### config.mk
export PLATFORM = sky130hd
export DESIGN_NAME = timer_ctrl
export DESIGN_NICKNAME = d
export VERILOG_FILES = /design/src/rtl/timer_pkg.sv /design/src/rtl/btn_pulse.sv /design/src/rtl/timer_ctrl.sv
export SDC_FILE = /design/constraint.sdc
export NUM_CORES = 1
export LEC_CHECK = 0
export BUFFER_PORTS_ARGS = -buffer_cell sky130_fd_sc_hd__buf_2
export CELL_PAD_IN_SITES_DETAIL_PLACEMENT = 0
export CELL_PAD_IN_SITES_GLOBAL_PLACEMENT = 1
export CORE_UTILIZATION = 46
export CTS_BUF_LIST = sky130_fd_sc_hd__clkbuf_2
export DETAILED_ROUTE_END_ITERATION = 10
export PLACE_DENSITY = 0.85
export SLEW_MARGIN = 0
export SYNTH_ARGS = -nofsm -noshare
export SYNTH_HDL_FRONTEND = slang
export SYNTH_SLANG_ARGS = --single-unit
export TNS_END_PERCENT = 30
### constraint.sdc
create_clock -name clk -period 3.31 [get_ports clk]
set_input_delay 0.331 -clock clk [delete_from_list [all_inputs] [get_ports clk]]
set_output_delay 0.331 -clock clk [all_outputs]
set_load 0.02 [all_outputs]
### src/rtl/timer_pkg.sv
// Shared types for the countdown timer: controller state encoding and BCD digit widths.
package timer_pkg;

  localparam int TENS_W = 3;
  localparam int ONES_W = 4;

  typedef enum logic [1:0] {
    IDLE  = 2'd0,
    RUN   = 2'd1,
    PAUSE = 2'd2,
    DONE  = 2'd3
  } state_t;

endpackage

### src/rtl/btn_pulse.sv
// Rising-edge detector for a debounced button level: one single-cycle pulse per press,
// however long the button is held.
module btn_pulse
  import timer_pkg::*;
(
  input  logic clk,
  input  logic rst_n,
  input  logic btn,
  output logic pulse
);

  logic btn_q;

  always_ff @(posedge clk) begin
    if (rst_n) begin
      btn_q <= 1'b0;
    end else begin
      btn_q <= btn;
    end
  end

  assign pulse = btn & ~btn_q;

endmodule

### src/rtl/timer_ctrl.sv
// Run/pause/done sequencer for the two-digit BCD countdown datapath, with 1 Hz tick prescaler.
// Optional macro TIMER_CTRL_DONE_BLINK_EN makes done_led blink in DONE instead of staying solid.
module timer_ctrl
  import timer_pkg::*;
#(
  parameter int TICK_DIV  = 100000000,
  parameter int INIT_TENS = 3,
  parameter int INIT_ONES = 0,
  parameter int LED_W     = 15
) (
  input  logic             clk,
  input  logic             rst_n,
  input  logic             btn_ss,
  input  logic             btn_clr,
  input  logic             cnt_zero,
  output logic             count_en,
  output logic             load,
  output logic [2:0]       load_tens,
  output logic [3:0]       load_ones,
  output logic [1:0]       state,
  output logic             stateled,
  output logic [LED_W-1:0] done_led
);

  localparam int            PW      = $clog2(TICK_DIV);
  localparam logic [PW-1:0] PRE_MAX = PW'(TICK_DIV - 1);

  state_t        cur_state;
  state_t        next_state;
  logic          ss_p;
  logic          clr_p;
  logic [PW-1:0] presc;

  btn_pulse u_ss_pulse (
    .clk   (clk),
    .rst_n (rst_n),
    .btn   (btn_ss),
    .pulse (ss_p)
  );

  btn_pulse u_clr_pulse (
    .clk   (clk),
    .rst_n (rst_n),
    .btn   (btn_clr),
    .pulse (clr_p)
  );

  // Clear overrides everything, so a simultaneous start/stop press is simply dropped.
  always_comb begin
    next_state = cur_state;
    if (clr_p) begin
      next_state = IDLE;
    end else begin
      case (cur_state)
        IDLE:    if (ss_p) next_state = RUN;
        RUN: begin
          if (cnt_zero)  next_state = DONE;
          else if (ss_p) next_state = PAUSE;
        end
        PAUSE:   if (ss_p) next_state = RUN;
        DONE:    if (ss_p) next_state = IDLE;
        default: next_state = IDLE;
      endcase
    end
  end

  always_ff @(posedge clk) begin
    if (rst_n) begin
      cur_state <= IDLE;
    end else begin
      cur_state <= next_state;
    end
  end

  // Prescaler only advances in RUN, so a pause resumes the partial tick where it left off.
  always_ff @(posedge clk) begin
    if (rst_n) begin
      presc <= '0;
    end else if (next_state == IDLE) begin
      presc <= '0;
    end else if (cur_state == RUN) begin
      presc <= (presc == PRE_MAX) ? '0 : presc + 1'b1;
    end
  end

  always_ff @(posedge clk) begin
    if (rst_n) begin
      load <= 1'b0;
    end else begin
      load <= clr_p | ((cur_state == DONE) & ss_p);
    end
  end

  // Gating on cnt_zero keeps the datapath from wrapping below 00 on the final tick.
  assign count_en  = (cur_state == RUN) && (presc == PRE_MAX) && !cnt_zero;
  assign load_tens = TENS_W'(INIT_TENS);
  assign load_ones = ONES_W'(INIT_ONES);
  assign state     = cur_state;
  assign stateled  = (cur_state == RUN);

`ifdef TIMER_CTRL_DONE_BLINK_EN
  localparam logic [PW-1:0] HALF_MAX = PW'((TICK_DIV / 2) - 1);

  logic [PW-1:0] blink_cnt;
  logic          blink_off;

  // Counter sits at zero outside DONE, so every DONE visit starts with the LEDs lit.
  always_ff @(posedge clk) begin
    if (rst_n || (cur_state != DONE)) begin
      blink_cnt <= '0;
      blink_off <= 1'b0;
    end else if (blink_cnt == HALF_MAX) begin
      blink_cnt <= '0;
      blink_off <= ~blink_off;
    end else begin
      blink_cnt <= blink_cnt + 1'b1;
    end
  end

  assign done_led = ((cur_state == DONE) && !blink_off) ? '1 : '0;
`else
  assign done_led = (cur_state == DONE) ? '1 : '0;
`endif

endmodule

==> metrics.txt <==
outcome complete, no violations; H-tree depth 2; # setup viols final 0; Multi-input gate area just over 900 um^2; register area share after synthesis between 30 and 40%; chip width 63.4 um; fmax 403 MHz; DRT iter0 DRCs 73; n_diodes 0; # fillers 349; final hold violation count 0; Synth top area share 37.0%; routability cong. 0.892; Syn Inst Count 198; gr usage total between 10% and 20%; PnR worst setup slack 826 ps; largest net degree at the start of global routing 19; yosys warns 0; Crit path largest cell delay 570 ps; Worst EP required 2980 ps; Root Driver clkbuf_2; Inserted Clock Buffers 5; CP startpoint presc[1]; TNS Setup 0 ps; most frequent cell after synthesis dfxtp_1; main flop type after synthesis dfxtp_1; die area approximately 4000 um^2; CTS tree done; clock-pin slew on the worst setup and hold paths 160 ps; asr flop ratio synth 0%; Placed Cells 247; RSZ-0062 raised after global routing false; DP Worst Slack 1250 ps; hold_buf cts 0; final period utilization 75.0%; synthesis-to-finish area growth 2.17%; Top Ports 32; top cells by area, synth dfxtp_1, buf_4, xnor2_1; CTS max path bufs 2; HP Start rst_n; Maximum Capacitance Violations 0; ANT nets after route 0; CP startpoint kind flip-flop; Worst Setup Path Type reg -> out; drt drc 0; Congestion Overflow GR 0; max-slew violations 0; Clock Skews 10.9 ps; # rows 21; Clock Latency Late Sink approximately 370 ps; Non-Filler Instances approximately 250; Final nets 214; Total Wirelength 3320 um; Seq. cell area around 640 um^2; die height 63.4 um; crit path cell chain ha_1 -> nand3b_4 -> or3_1 -> nor3_1 -> buf_2; register-to-register setup slack roughly 1300 ps; Pwr per Cell Area between 300 and 400 nW/um^2; CP Data Arrival Time between 2000 and 2500 ps; crit-path max FO 8; CORE AREA between 3000 and 4000 um^2; Slowest cell on crit path or3_1; layout cells sized above 1 19.7%; worst flop-to-flop path startpoint state[0]; synthesis-stage register bit count 32; initial antenna violation count 0; Syn Area/Cell ~8.8 um^2; Initial Utilization 50.0%; Pre-antenna DRT Iters 5; Via density between 5 and 6; routed len/inst approximately 13 um; post-synth top area cell dfxtp_1; top post-synthesis cells by count dfxtp_1, nor2_1, buf_4, xnor2_1, nand3_1; global-route wire length before repair 5670 um; P_leak 0.646 nW; Vias 1,329; Sink Count 32; postcts setup bufs 0; Synth Cell Area 1730 um^2; post-cts sizing count 0; vias in the first global route 1,194; crit path capture type primary output; EDFF count, synth 0; Yosys cell types 43; hpwl dp 2410 um; min Tclk post-route around 2500 ps; Max VDD drop 0.205 mV; port buffer count 24; worst hold path class in -> reg
[layer usage]
layer,global-route usage [%],share of wire [%]
met5,0,0
met2,28.7,48
met4,6.82,1.3
met1,24.1,47
met3,4.89,3.5
[logic make-up (layout without fill, tap and decap cells)]
group	after synthesis	in the layout	synth area share (%)
fa+ha+maj	1	1	0.722
other cells	2	7	0.433
xor+xnor	21	21	10.6
simple gates	97	97	32.6
mux	2	2	1.23
flops	32	32	37.0
compound gates	15	15	5.85
buf+inv	28	33	11.6
[layout make-up]
type | instances | area share (%)
repair buffers | 24 | 6.78
clock inverters | 1 | 0.283
multi-input cells | 143 | 51.4
flip-flops and latches | 32 | 36.2
clock buffers | 6 | 1.70
inverters | 2 | 0.424
well taps | 46 | 3.25
[per-stage QoR]
stage	hold WS [ps]	cell area, um^2	power (mW)	util [%]
final	139	1770	0.615	51.0
after global routing	126	1770	0.645	51.0
after CTS	132	1770	0.620	51.0
after detailed placement	501	1740	0.441	50.0
after global placement	497	1740	0.439	50.0
after floorplan	400	1750	0.439	-
[worst paths after layout]
kind / end / depth (start not counted)
max: count_en / 5
min: u_clr_pulse.btn_q / 2
max reg2reg: presc[11] / 5
min reg2reg: load / 2
[report_power, final]
part           switching (mW)  leakage (nW)  internal [mW]
registers             0.00380         0.259          0.389
clock network           0.132        0.0288         0.0503
logic                  0.0275         0.358         0.0119
total                   0.164         0.646          0.451
[registers in the layout (all words and copies together) (netlist names)]
register / cells
state: 2
u_clr_pulse.btn_q: 1
u_ss_pulse.btn_q: 1
presc: 27
load: 1
[placed cells by master, fill, tap and decap left out, drive strengths merged, types with 5 or more instances in the layout]
master / netlist / layout
dfxtp: 32 / 32
nand3: 12 / 12
buf: 25 / 24
or3: 6 / 6
clkbuf: 1 / 6
nand2: 8 / 8
conb: 2 / 7
nor3: 11 / 11
nand4: 5 / 5
xnor2: 14 / 14
nor2: 29 / 29
xor2: 7 / 7
[critical path, delay by kind of cell, from the launching register on]
kind	cells	cell delay, ps
simple gates	3	940
flops	1	420
fa+ha+maj	1	220
buf+inv	1	210
Power figures use the tool's default switching activity.
